`config.mk`:
```
export PLATFORM = sky130hd
export DESIGN_NAME = z88_sram_target_flat
export DESIGN_NICKNAME = d
export VERILOG_FILES = /design/src/rtl/z88_sram_target_if.sv /design/src/rtl/z88_sram_target.sv /design/src/flat_wrapper.sv
export SDC_FILE = /design/constraint.sdc
export NUM_CORES = 1
export LEC_CHECK = 0
export CORE_MARGIN = 2
export CORE_UTILIZATION = 39
export CTS_CLUSTER_SIZE = 25
export DETAILED_ROUTE_END_ITERATION = 10
export GPL_TIMING_DRIVEN = 0
export HOLD_SLACK_MARGIN = 0.05
export PLACE_DENSITY = 0.73
export SLEW_MARGIN = 20
export SYNTH_ARGS = -nofsm -noshare
export SYNTH_HDL_FRONTEND = slang
export SYNTH_SLANG_ARGS = --single-unit
```
`constraint.sdc`:
```
create_clock -name clk -period 1.6 [get_ports clk]
set_input_delay 0.32 -clock clk [delete_from_list [all_inputs] [get_ports clk]]
set_output_delay 0.32 -clock clk [all_outputs]
set_load 0.03 [all_outputs]
```
`src/rtl/z88_sram_target_if.sv`:
```
// Z88 strobe bus plus synchronous memory port, bundled for the SRAM target.
// slave = the target's view, master = the CPU/memory environment around it.
interface z88_sram_target_if #(
    parameter int AW = 19,
    parameter int DW = 8
);
    logic [AW-1:0] bus_a;
    logic [DW-1:0] bus_di;
    logic [DW-1:0] bus_do;
    logic          bus_ce_n;
    logic          bus_oe_n;
    logic          bus_we_n;
    logic          bus_wait_n;
    logic          mem_req;
    logic          mem_we;
    logic [AW-1:0] mem_addr;
    logic [DW-1:0] mem_wdata;
    logic          mem_ack;
    logic [DW-1:0] mem_rdata;
    logic          err;

    modport slave (
        input  bus_a, bus_di, bus_ce_n, bus_oe_n, bus_we_n, mem_ack, mem_rdata,
        output bus_do, bus_wait_n, mem_req, mem_we, mem_addr, mem_wdata, err
    );

    modport master (
        output bus_a, bus_di, bus_ce_n, bus_oe_n, bus_we_n, mem_ack, mem_rdata,
        input  bus_do, bus_wait_n, mem_req, mem_we, mem_addr, mem_wdata, err
    );
endinterface

```
`src/rtl/z88_sram_target.sv`:
```
// Turns each Z88 CE/OE/WE strobe into exactly one req/ack memory transaction,
// stalling the CPU via bus_wait_n until the memory answers or times out.
module z88_sram_target #(
    parameter int AW      = 19,
    parameter int DW      = 8,
    parameter int TIMEOUT = 15
) (
    input logic              clk,
    input logic              reset,
    z88_sram_target_if.slave bus
);
    localparam logic [1:0] IDLE = 2'd0;
    localparam logic [1:0] REQ  = 2'd1;
    localparam logic [1:0] HOLD = 2'd2;
    localparam logic [7:0] TO   = 8'(TIMEOUT);

    logic [1:0]    state;
    logic [7:0]    cnt;
    logic          req_q;
    logic          we_q;
    logic [AW-1:0] addr_q;
    logic [DW-1:0] wdata_q;
    logic [DW-1:0] do_q;
    logic          err_q;
    logic          start;
    logic          both;
    logic          wait_n;

    assign start = ~bus.bus_ce_n & (~bus.bus_oe_n | ~bus.bus_we_n);
    assign both  = ~bus.bus_oe_n & ~bus.bus_we_n;

    always_ff @(posedge clk or posedge reset) begin
        if (reset) begin
            state   <= IDLE;
            cnt     <= '0;
            req_q   <= 1'b0;
            we_q    <= 1'b0;
            addr_q  <= '0;
            wdata_q <= '0;
            do_q    <= '1;
            err_q   <= 1'b0;
        end else begin
            err_q <= 1'b0;
            case (state)
                IDLE: begin
                    if (start) begin
                        // both strobes low resolves to a write (we_n low wins)
                        addr_q  <= bus.bus_a;
                        wdata_q <= bus.bus_di;
                        we_q    <= ~bus.bus_we_n;
                        req_q   <= 1'b1;
                        cnt     <= '0;
                        state   <= REQ;
                    end
                end
                REQ: begin
                    // ack on the last allowed cycle still counts as success
                    if (bus.mem_ack) begin
                        req_q <= 1'b0;
                        if (!we_q) do_q <= bus.mem_rdata;
                        state <= HOLD;
                    end else if (cnt == TO) begin
                        req_q <= 1'b0;
                        if (!we_q) do_q <= '1;
                        err_q <= 1'b1;
                        state <= HOLD;
                    end else begin
                        cnt <= cnt + 8'd1;
                    end
                end
                HOLD: begin
                    if (bus.bus_ce_n || (bus.bus_oe_n && bus.bus_we_n)) state <= IDLE;
                end
                default: state <= IDLE;
            endcase
        end
    end

    // Stall is combinational in IDLE so the CPU sees it in the strobe cycle.
    always_comb begin
        wait_n = 1'b1;
        case (state)
            IDLE:    wait_n = ~start;
            REQ:     wait_n = 1'b0;
            default: wait_n = 1'b1;
        endcase
        if (reset) wait_n = 1'b1;
    end

    assign bus.bus_wait_n = wait_n;
    assign bus.bus_do     = do_q;
    assign bus.mem_req    = req_q;
    assign bus.mem_we     = we_q;
    assign bus.mem_addr   = addr_q;
    assign bus.mem_wdata  = wdata_q;
    assign bus.err        = ~reset & (err_q | ((state == IDLE) & start & both));
endmodule

```
`src/flat_wrapper.sv`:
```
// flat-port wrapper written by rule: the top's interface ports become plain ports
module z88_sram_target_flat 
#(
    parameter int AW      = 19,
    parameter int DW      = 8,
    parameter int TIMEOUT = 15
)
  (clk, reset, bus_bus_a, bus_bus_di, bus_bus_ce_n, bus_bus_oe_n, bus_bus_we_n, bus_mem_ack, bus_mem_rdata, bus_bus_do, bus_bus_wait_n, bus_mem_req, bus_mem_we, bus_mem_addr, bus_mem_wdata, bus_err);
  z88_sram_target_if #(.AW(AW), .DW(DW)) bus_i ();
  input logic clk;
  input logic reset;
  input wire logic [$bits(bus_i.bus_a)-1:0] bus_bus_a;
  input wire logic [$bits(bus_i.bus_di)-1:0] bus_bus_di;
  input wire logic [$bits(bus_i.bus_ce_n)-1:0] bus_bus_ce_n;
  input wire logic [$bits(bus_i.bus_oe_n)-1:0] bus_bus_oe_n;
  input wire logic [$bits(bus_i.bus_we_n)-1:0] bus_bus_we_n;
  input wire logic [$bits(bus_i.mem_ack)-1:0] bus_mem_ack;
  input wire logic [$bits(bus_i.mem_rdata)-1:0] bus_mem_rdata;
  output wire logic [$bits(bus_i.bus_do)-1:0] bus_bus_do;
  output wire logic [$bits(bus_i.bus_wait_n)-1:0] bus_bus_wait_n;
  output wire logic [$bits(bus_i.mem_req)-1:0] bus_mem_req;
  output wire logic [$bits(bus_i.mem_we)-1:0] bus_mem_we;
  output wire logic [$bits(bus_i.mem_addr)-1:0] bus_mem_addr;
  output wire logic [$bits(bus_i.mem_wdata)-1:0] bus_mem_wdata;
  output wire logic [$bits(bus_i.err)-1:0] bus_err;
  assign bus_i.bus_a = bus_bus_a;
  assign bus_i.bus_di = bus_bus_di;
  assign bus_i.bus_ce_n = bus_bus_ce_n;
  assign bus_i.bus_oe_n = bus_bus_oe_n;
  assign bus_i.bus_we_n = bus_bus_we_n;
  assign bus_i.mem_ack = bus_mem_ack;
  assign bus_i.mem_rdata = bus_mem_rdata;
  assign bus_bus_do = bus_i.bus_do;
  assign bus_bus_wait_n = bus_i.bus_wait_n;
  assign bus_mem_req = bus_i.mem_req;
  assign bus_mem_we = bus_i.mem_we;
  assign bus_mem_addr = bus_i.mem_addr;
  assign bus_mem_wdata = bus_i.mem_wdata;
  assign bus_err = bus_i.err;
  z88_sram_target #(.AW(AW), .DW(DW), .TIMEOUT(TIMEOUT)) u_core (.clk(clk), .reset(reset), .bus(bus_i));
endmodule
```
=== Word-level counts from Yosys, hierarchy flattened ===
Cells that the tools add are included.

* Register bits after elaboration: 48
* Output and inout port bits: 39
* Input port bits: 41

* Equality and inequality tests: 8
* Bitwise operators: 13
* Muxes and demuxes: 22
* Add/sub/neg operators: 1
* Reduce and logical (&&, ||, !) cells: 10

{| class="wikitable"
|+ Operators by type and width
! operator !! number
|-
| 8-bit 2-to-1 mux || 7
|-
| 8-bit case mux with 2 select lines || 1
|-
| 3-bit AND reduction || 3
|-
| 8-bit by 1-bit adder with 8-bit output (second input constant) || 1
|-
| 8-bit by 4-bit == test with 1-bit output (second input constant) || 1
|-
| 2-bit 2-to-1 mux || 4
|-
| 1-bit 2-to-1 mux || 7
|-
| 1-bit NOT || 6
|-
| 2-bit case mux with 3 select lines || 1
|-
| 1-bit AND || 5
|-
| 2-bit by 1-bit != test with 1-bit output (second input constant) || 2
|-
| 2-bit != test (second input constant) || 2
|-
| 1-bit case mux with 2 select lines || 2
|-
| 4-bit AND reduction || 1
|-
| 2-bit nonzero test || 2
|-
| 3-bit by 2-bit != test with 1-bit output (second input constant) || 1
|-
| 2-bit by 1-bit == test with 1-bit output (second input constant) || 1
|-
| 2-bit == test (second input constant) || 1
|-
| 2-bit zero test || 1
|-
| 1-bit bitwise OR || 2
|-
| 2-bit AND reduction || 1
|-
| 1-bit logical AND || 1
|-
| 1-bit logical OR || 1
|}

=== Longest topological paths before layout ===
Gate-level depths: netlist (run 1).

* Depth after elaboration: 7
* Depth in mapped cells: 6
* Gate-level depth less buffers: 6

=== Least setup slack after synthesis (run 1) ===
Ideal clock, no wire load.

* Path kind: register to output
* From: register u_core.state[0]
* To: output port bus_err
* Cell stages (with the launch flop): 6
* Arrival time: 1,470 ps
* Setup slack: -190 ps
* Path buffers: 1
* Cells stage by stage: dfrtp_1 a211oi_1 nor2b_1 buf_2 a21oi_1 nor2_1

* Cells in the longest elaborated chain, start to end: 5

{| class="wikitable"
|+ RTL lines
! item !! line !! text
|-
| start, declared || z88_sram_target.sv:17 || <nowiki>logic [1:0] state;</nowiki>
|-
| start signal, assigned || z88_sram_target.sv:34 || <nowiki>state <= IDLE;</nowiki>
|-
| start signal, assigned || z88_sram_target.sv:53 || <nowiki>state <= REQ;</nowiki>
|-
| start signal, assigned || z88_sram_target.sv:61 || <nowiki>state <= HOLD;</nowiki>
|-
| 2-bit zero test || z88_sram_target.sv:96 || <nowiki>assign bus.err = ~reset & (err_q | ((state == IDLE) & start & both));</nowiki>
|-
| 1-bit AND (2 in a row) || z88_sram_target.sv:96 ||
|-
| 1-bit bitwise OR || z88_sram_target.sv:96 ||
|-
| 1-bit AND || z88_sram_target.sv:96 ||
|-
| end, declared || flat_wrapper.sv:25 || <nowiki>output wire logic [$bits(bus_i.err)-1:0] bus_err;</nowiki>
|}

No other way between the ends.

=== Worst setup path in the final report (run 1) ===
Ends and elaborated chain as after synthesis.

==> results of run 1 <==
==> cells in the mapped netlist <==
cell       n
and4_2     1
inv_1      2
a211o_2    2
o22a_1     8
ha_1       1
buf_2      3
a21o_1     1
a31oi_4    1
nand2_1   88
o31ai_1    1
dfrtp_1   40
nor2_1     5
dfstp_2    8
nor3b_2    2
nor4_1     1
nor2b_1    2
a211oi_1   1
nor3_1     2
inv_2      1
nand4_1    3
or4_4      1
clkbuf_1   4
o21ai_4    1
and3_2     1
nand3b_1   1
a21oi_1    4
a22oi_1    1
nand3_1    6
and3_1     2
and2_4     1
o22ai_1    1
nand2b_1   3
o21ai_0    5
==> area by class of cell <==
| class | instances | area [sq um] |
|---|---|---|
| sequential | 48 | 1210 |
| inverter | 3 | 13.8 |
| timing repair buffer | 91 | 858 |
| buffer | 7 | 41.3 |
| fill | 441 | 1920 |
| multi-input combinational | 146 | 815 |
| clock buffer | 7 | 86.3 |
| clock inverter | 1 | 8.76 |
| tap | 70 | 87.6 |
==> worst max-delay path: cells and delay by family, from the launching register on <==
| family | cells | cell delay, ns |
|---|---|---|
| simple gates | 2 | 0.27 |
| buf+inv | 2 | 0.24 |
| compound gates | 2 | 0.23 |
| flops | 1 | 0.41 |
==> metal layers <==
metal / track usage / vias up
met2: 0.288 / 54
met3: 0.0516 / 6
met4: 0.0468 / 0
met1: 0.233 / 807
met5: 0 / -
li1: - / 877
==> logic make-up after synthesis <==
group	Yosys count	share of synthesized area
fa+ha+maj	1	0.00625
flops	48	0.605
buf+inv	10	0.0206
compound gates	26	0.104
simple gates	119	0.264
==> flip-flops by register name, indices dropped and copies added, names as in the netlist <==
name	flops
u_core.cnt	8
u_core.err_q	1
u_core.bus.mem_req	1
u_core.state	2
u_core.bus.mem_we	1
u_core.bus.bus_do	8
u_core.bus.mem_wdata	8
u_core.bus.mem_addr	19
==> how the worst max path moves through the flow <==
stage	end	cells past startpoint	slack [ns]
after detailed placement	bus_err	7	-1.23
after global routing	bus_err	6	-0.26
after global placement	bus_err	7	-1.24
after CTS	bus_err	6	-0.18
final	bus_err	6	-0.16
after floorplan	u_core.cnt[3]	4	-0.008
==> power by group <==
part	leakage [nW]	switching, mW	total (mW)	internal, mW
Sequential	0.588	0.293	2.06	1.77
Clock	0.0484	0.386	0.740	0.354
Combinational	0.887	1.59	2.52	0.929
==> stage by stage <==
stage	hold WS, ns	utilization
2_1_floorplan	0.425	-
3_3_place_gp	0.457	0.573
3_5_place_dp	0.462	0.578
4_1_cts	0.447	0.610
5_1_grt	0.468	0.620
6_report	0.459	0.620
==> repair_timing <==
action                                  4_1_cts  5_1_grt
resized for setup                            66       15
setup buffers                                 8        3
cloned                                        0        0
pin swaps                                     3        7
endpoints found under the setup margin       81       23
==> flow_metrics.env, run 1 <==
export IMPL_grt_max_degree=27
export IMPL_worst_path_most_repeated_cell="buf_6"
export IMPL_drc=0
export IMPL_crit_required_ns=1.28
export IMPL_max_stage_delay_ns=0.41
export IMPL_critPathKind="reg -> out"
export IMPL_clockBufferDepth=2
export IMPL_dpl_cell_area_sq_um=2920
export IMPL_vias=1744
export IMPL_start_util=0.397
export IMPL_finalHoldViolCount=0
export IMPL_wl_met1_microns=2030
export IMPL_critPathArrivalTime_ns=1.44
export IMPL_ctsHoldBuffers=0
export IMPL_grt_overflow=0
export IMPL_syn_area_sq_um=2000
export IMPL_fin_total_pwr_mw=5.32
export IMPL_antenna_found_initial=0
export IMPL_setup_viol=5
export IMPL_status="finished, violations left"
export IMPL_synth_area_top_cells="dfrtp_1, nand2_1, dfstp_2"
export IMPL_wl_per_cell_microns=12.4
export IMPL_worstMarginPinSlew_ns=0.572
export IMPL_cts_root_buf="clkbuf_8"
export IMPL_p_per_area_nw_per_um2=1700
export IMPL_ys_types=33
export IMPL_die_y_microns=75.6
export IMPL_synth_seq_cells=48
export IMPL_layout_commonest_cell="nand2_1"
export IMPL_nNetsFinal=344
export IMPL_min_delay_start="bus_bus_we_n"
export IMPL_drt_iter0_markers=58
export IMPL_drive_gt1_frac=0.188
export IMPL_finalNonFillerCells=373
export IMPL_hold_end="u_core.bus.mem_we"
export IMPL_rows=26
export IMPL_highest_signal_layer="met4"
export IMPL_period_share=1.10
export IMPL_diodes=0
export IMPL_period_needed_ns=1.76
export IMPL_cp_cell_sequence="a211oi_2, nor2b_4, buf_6, a21oi_4, nor2_4, buf_6"
export IMPL_end_kind="primary output"
export IMPL_failed_checks="setup timing"
export IMPL_die_x_microns=75.6
export IMPL_crit_slowest_cell="dfrtp_1"
export IMPL_viasPerCell=4.68
export IMPL_htreeDepth=2
export IMPL_grt_pass1_wl_microns=7740
export IMPL_yosysTopAreaCell="dfrtp_1"
export IMPL_die_area_sq_um=5720
export IMPL_r2r_end="u_core.cnt[7]"
export IMPL_hold_depth=2
export IMPL_preCtsSetupSlack_ns=-1.23
export IMPL_p_leak_nw=1.52
export IMPL_hpwl_microns=3320
export IMPL_design_area_sq_um=3120
export IMPL_grt_usage=0.177
export IMPL_r2r_setup_slack_ns=-0.10
export IMPL_clock_skew_ns=0.0113
export IMPL_yosysSeqAreaShare=0.605
export IMPL_routed_wl_met3_microns=327
export IMPL_tns_ns=-0.530
export IMPL_fmax_ghz=0.567
export IMPL_cts_buffers_inserted=5
export IMPL_drtAntennaViolNets=0
export IMPL_timing_rr_start="u_core.state[1]"
export IMPL_ir_drop_mv=0.845
export IMPL_maxSlewHeadroom=0.618
export IMPL_synthesis_instances=204
export IMPL_maxCapViolations=0
export IMPL_worstSkewPairLatency_ns=0.30
export IMPL_grt_pass1_vias=1673
export IMPL_syn_area_per_cell_sq_um=9.81
export IMPL_wl_met2_microns=2230
export IMPL_dr_pass1_iters=4
export IMPL_yosysWarnings=0
export IMPL_crit_start="u_core.state[0]"
export IMPL_layout_common_cells="nand2_1, dlygate4sd2_1, dfrtp_1"
export IMPL_dp_cells=354
export IMPL_drt_total_wl_microns=4640
export IMPL_crit_path_start_kind="flip-flop"
export IMPL_slew_viol_final=0
export IMPL_io_buffers=79
export IMPL_areaGrowthSynthToFinish_pct=56.1
export IMPL_yosysTopAreaCellShare=0.500
export IMPL_cts_clk_slew_worst_paths_ns=0.08
export IMPL_rsz0062_at_grt="yes"
export IMPL_cp_max_fo=4
export IMPL_finalWorstSetupSlack_ns=-0.164
export IMPL_reg2reg_depth=4
export IMPL_hold_class="in -> reg"
export IMPL_syn_nets=246
export IMPL_place_congestion=0.850
export IMPL_boundaryPins=80
export IMPL_cts_sinks=48
export IMPL_cts_tree="built"
export IMPL_core_area_sq_um=5040
Power figures use the tool's default switching activity.
==> run 2, diff against run 1 <==
Settings changed: CORE_UTILIZATION 39 to 30, PLACE_DENSITY 0.73 to 0.58, SKIP_LAST_GASP from default to 1.
==> run 2 against run 1 <==
The run still ends with setup timing left. Count of clock-buffer cells in the layout stayed put. Die area is 28% higher. Setup slack got worse by 0.030 ns. Fmax shrank 1.7%. Clock power up 2%. Largest cell class unchanged. Largest power group unchanged.
==> flow_metrics.env, run 2 (synthesis results as in run 1) <==
export IMPL_setup_viol=6
export IMPL_slew_viol_final=0
export IMPL_layout_commonest_cell="nand2_1"
export IMPL_design_area_sq_um=3140
export IMPL_drt_total_wl_microns=5020
export IMPL_failed_checks="setup timing"
export IMPL_htreeDepth=2
export IMPL_grt_pass1_vias=1735
export IMPL_clock_skew_ns=0.00882
export IMPL_vias=1754
export IMPL_nNetsFinal=345
export IMPL_dr_pass1_iters=4
export IMPL_rows=29
export IMPL_hold_class="in -> async"
export IMPL_p_per_area_nw_per_um2=1700
export IMPL_io_buffers=79
export IMPL_status="finished, violations left"
export IMPL_layout_common_cells="nand2_1, dlygate4sd2_1, dfrtp_1"
export IMPL_drc=0
export IMPL_fin_total_pwr_mw=5.35
export IMPL_ir_drop_mv=0.859
export IMPL_cts_buffers_inserted=5
export IMPL_crit_required_ns=1.28
export IMPL_antenna_found_initial=0
export IMPL_grt_pass1_wl_microns=8280
export IMPL_grt_max_degree=32
export IMPL_grt_usage=0.143
export IMPL_maxCapViolations=0
export IMPL_use_met3=0.0395
export IMPL_viasPerCell=4.60
export IMPL_critPathArrivalTime_ns=1.47
export IMPL_worstMarginPinSlew_ns=0.704
export IMPL_period_needed_ns=1.79
export IMPL_wl_per_cell_microns=13.2
export IMPL_cts_root_buf="clkbuf_8"
export IMPL_clockBufferDepth=2
export IMPL_grt_util_met1=0.188
export IMPL_rsz0062_at_grt="yes"
export IMPL_maxSlewHeadroom=0.530
export IMPL_tns_ns=-0.541
export IMPL_whs_ns=0.239
export IMPL_crit_path_start_kind="flip-flop"
export IMPL_critPathKind="reg -> out"
export IMPL_grt_overflow=0
export IMPL_cp_max_fo=4
export IMPL_fmax_ghz=0.557
export IMPL_finalWorstSetupSlack_ns=-0.194
export IMPL_finalHoldViolCount=0
export IMPL_use_met2=0.231
export IMPL_areaGrowthSynthToFinish_pct=57.0
export IMPL_core_area_sq_um=6390
export IMPL_grt_busiest_layer="met2"
export IMPL_end_kind="primary output"
export IMPL_drt_iter0_markers=86
export IMPL_place_congestion=0.822
export IMPL_ctsHoldBuffers=0
export IMPL_drive_gt1_frac=0.194
export IMPL_die_x_microns=85.7
export IMPL_boundaryPins=80
export IMPL_p_leak_nw=1.54
export IMPL_worstSkewPairLatency_ns=0.30
export IMPL_hpwl_microns=3480
export IMPL_dp_cells=361
export IMPL_period_share=1.12
export IMPL_die_y_microns=85.7
export IMPL_finalNonFillerCells=381
export IMPL_die_area_sq_um=7340
export IMPL_largest_reg_flops=19
export IMPL_cts_tree="built"
export IMPL_cts_sinks=48
export IMPL_start_util=0.313
export IMPL_drtAntennaViolNets=0
export IMPL_cts_clk_slew_worst_paths_ns=0.09
export IMPL_diodes=0
export IMPL_dpl_cell_area_sq_um=2920
## run 2: final timing paths
path	from	endpoint	slack, ns	cells after the start
setup / recovery	u_core.state[0]	bus_err	-0.19	6
hold / removal	reset	u_core.bus.mem_we	0.24	2
setup reg to reg	u_core.cnt[6]	u_core.cnt[3]	-0.06	4
hold reg to reg	u_core.bus.mem_wdata[4]	u_core.bus.mem_wdata[4]	0.47	2
max in group asynchronous	reset	u_core.bus.bus_do[5]	0.75	3
min in group clk	bus_bus_we_n	u_core.bus.mem_we	0.47	2
## run 2: power breakdown
part / leakage, nW / internal [mW] / switching, mW / total [mW]
registers: 0.587 / 1.77 / 0.297 / 2.06
logic: 0.901 / 0.924 / 1.60 / 2.53
clock network: 0.0484 / 0.355 / 0.402 / 0.757
total: 1.54 / 3.05 / 2.30 / 5.35
## run 2: area by class of cell
type | count | area, sq um
flip-flops and latches | 48 | 1210
clock inverters | 1 | 8.76
fillers | 623 | 3240
clock buffers | 7 | 86.3
plain buffers | 7 | 45.0
repair buffers | 92 | 863
inverters | 3 | 13.8
multi-input cells | 146 | 815
well taps | 77 | 96.3
## run 2: metrics by stage
stage	setup slack, ns	utilization
floorplan	-0.00807	-
global placement	-1.31	0.454
detailed placement	-1.29	0.458
CTS	-0.219	0.476
global route	-0.279	0.492
finish	-0.194	0.492
## run 2: routing by layer
metal,vias to the layer above,wire [microns]
met3,5,322
met2,51,2360
met1,825,2290
met5,-,0
li1,873,-
met4,0,48
## run 2: repair_timing
item / 4_1_cts / 5_1_grt
buffers inserted: 6 / 6
setup endpoints to repair: 82 / 25
cloned: 0 / 0
pin swaps: 3 / 2
resized for setup: 61 / 22
## run 2: worst max-delay path, cell delays in order (launching register included)
cell      delay [ns]
dfrtp_1         0.42
a211oi_2        0.19
nor2b_4         0.19
buf_6           0.11
a21oi_4         0.05
nor2_4          0.08
buf_6           0.13
==> run 3, diff against run 2 <==
Settings changed: PLACE_DENSITY 0.58 to default.
==> run 3 against run 2 <==
Register-to-register slack got worse by 0.06 ns. Clock power decreased by 8.2%. Sequential share of layout area decreased by 0.68 points. Core utilization increased by 0.78 points. Count of clock-buffer cells in the layout decreased by 1. Total power decreased by 0.15%. Sequential cell count unchanged. Global-route usage decreased by 0.16 points. The flow still finishes with violations (setup timing). Clock skew about the same. Highest routed layer unchanged. Sequential power about the same.
==> flow_metrics.env, run 3 (synthesis results as in run 1) <==
export IMPL_drc=0
export IMPL_cp_max_fo=4
export IMPL_fmax_ghz=0.533
export IMPL_grt_busiest_layer="met2"
export IMPL_switchingPower_mw=2.30
export IMPL_hpwl_microns=3540
export IMPL_combinationalPowerShare=0.482
export IMPL_fin_util=0.500
export IMPL_cts_clk_slew_worst_paths_ns=0.09
export IMPL_cts_tree="built"
export IMPL_multi_input_area_sq_um=813
export IMPL_maxCapViolations=0
export IMPL_grt_pass1_vias=1773
export IMPL_vias=1781
export IMPL_clock_skew_ns=0.00912
export IMPL_drt_iter0_markers=52
export IMPL_layout_commonest_cell="nand2_1"
export IMPL_period_share=1.17
export IMPL_critPathKind="reg -> out"
export IMPL_period_needed_ns=1.88
export IMPL_crit_buf_inv=2
export IMPL_preCtsSetupSlack_ns=-1.27
export IMPL_p_per_area_nw_per_um2=1670
export IMPL_ir_drop_mv=0.751
export IMPL_rsz0062_at_grt="yes"
export IMPL_grt_usage=0.141
export IMPL_setup_viol=23
export IMPL_wl_per_cell_microns=13.0
export IMPL_critPathArrivalTime_ns=1.56
export IMPL_worstMarginPinSlew_ns=0.446
export IMPL_drive_gt1_frac=0.210
export IMPL_hold_class="in -> async"
export IMPL_boundaryPins=80
export IMPL_diodes=0
export IMPL_dr_pass1_iters=4
export IMPL_die_y_microns=85.7
export IMPL_htreeDepth=2
export IMPL_cp_cell_sequence="a211oi_2, nor2b_4, buf_6, a21oi_2, nor2_4, buf_6"
export IMPL_drt_total_wl_microns=5020
export IMPL_areaGrowthSynthToFinish_pct=59.5
export IMPL_p_int_mw=3.04
export IMPL_failed_checks="setup timing"
export IMPL_register_area_sq_um=1210
export IMPL_finalHoldViolCount=0
export IMPL_nNetsFinal=351
export IMPL_grt_util_met1=0.184
export IMPL_use_met2=0.227
export IMPL_clockBufferDepth=2
export IMPL_status="finished, violations left"
export IMPL_place_congestion=0.841
export IMPL_antenna_found_initial=0
export IMPL_max_stage_delay_ns=0.42
export IMPL_start_util=0.313
export IMPL_maxSlewHeadroom=0.702
export IMPL_cts_sinks=48
export IMPL_finalWorstSetupSlack_ns=-0.276
export IMPL_p_leak_nw=1.56
export IMPL_largest_reg_flops=19
export IMPL_grt_pass1_wl_microns=8220
export IMPL_crit_required_ns=1.28
export IMPL_critPathTopFamily="flip-flops"
export IMPL_drtAntennaViolNets=0
export IMPL_die_x_microns=85.7
export IMPL_die_area_sq_um=7340
export IMPL_seqPwrFrac=0.388
export IMPL_use_met3=0.0385
export IMPL_grt_max_degree=30
export IMPL_grt_overflow=0
export IMPL_io_buffers=79
export IMPL_crit_slowest_cell="dfrtp_1"
export IMPL_switching_share=0.430
export IMPL_worstSkewPairLatency_ns=0.30
export IMPL_viasPerCell=4.60
export IMPL_core_area_sq_um=6390
export IMPL_layout_common_cells="nand2_1, dlygate4sd2_1, dfrtp_1"
export IMPL_clockPowerShare=0.130
export IMPL_end_kind="primary output"
export IMPL_fillers=626
export IMPL_worst_path_most_repeated_cell="buf_6"
export IMPL_slew_viol_final=0
export IMPL_cts_root_buf="clkbuf_8"
export IMPL_cts_buffers_inserted=5
export IMPL_rows=29
export IMPL_crit_path_start_kind="flip-flop"
[run 3: cell count changes in the layout (fill, tap and decap cells not counted), sizes merged]
cell / before / now
clkbuf: 11 / 7
clkinvlp: 0 / 1
buf: 18 / 27
[run 3: area by class of cell]
class | count | area share
flip-flops and latches | 48 | 0.380
repair buffers | 99 | 0.291
multi-input cells | 146 | 0.255
well taps | 77 | 0.0302
clock buffers | 6 | 0.0227
plain buffers | 6 | 0.0137
inverters | 3 | 0.00431
clock inverters | 2 | 0.00392
[run 3: power by group through the flow]
stage,Combinational (mW),Sequential (mW),Clock (mW)
floorplan,0.641,2.96,0
global placement,2.71,2.08,0
detailed placement,2.73,2.09,0
CTS,2.50,2.07,0.731
global route,2.75,2.15,0.783
finish,2.57,2.07,0.695
[run 3: worst paths after layout]
| check | from | endpoint | slack [ns] | cells after the start |
|---|---|---|---|---|
| max | u_core.state[0] | bus_err | -0.28 | 6 |
| min | reset | u_core.bus.mem_addr[7] | 0.13 | 2 |
| max reg2reg | u_core.cnt[6] | u_core.cnt[3] | -0.12 | 5 |
| min reg2reg | u_core.bus.mem_addr[18] | u_core.bus.mem_addr[18] | 0.47 | 2 |
| max in group asynchronous | reset | u_core.bus.bus_do[4] | 0.89 | 3 |
| min in group clk | bus_bus_we_n | u_core.bus.mem_we | 0.45 | 2 |
[run 3: per-stage QoR]
stage | setup TNS, ns | cells | instance area (sq um) | total power [mW] | hold WS (ns)
6_report | -0.933 | 387 | 3190 | 5.34 | 0.132
2_1_floorplan | -0.0107 | 204 | 2010 | 3.61 | 0.425
4_1_cts | -0.776 | 381 | 3090 | 5.30 | 0.439
5_1_grt | -2.76 | 387 | 3190 | 5.68 | 0.166
3_5_place_dp | -18.15 | 361 | 2920 | 4.82 | 0.461
3_3_place_gp | -64.52 | 360 | 2900 | 4.80 | 0.458
[run 3: per-layer routing]
metal | vias to the layer above | part of all wire
li1 | 884 | -
met1 | 857 | 0.47
met2 | 35 | 0.48
met3 | 5 | 0.046
met4 | 0 | 0.013
met5 | - | 0
[run 3: timing repair]
| action | CTS | global route |
|---|---|---|
| buffers inserted | 12 | 8 |
| setup endpoints to repair | 82 | 27 |
| pin swaps | 4 | 2 |
| hold buffers | 0 | 0 |
| gates cloned | 0 | 0 |
| gates resized for setup | 62 | 25 |
[run 3: worst register-to-register path: stages (launching register included)]
cell,delay [ns]
dfrtp_1,0.39
or4_4,0.56
o21ai_4,0.21
buf_4,0.14
nor2_1,0.03
a211o_2,0.29
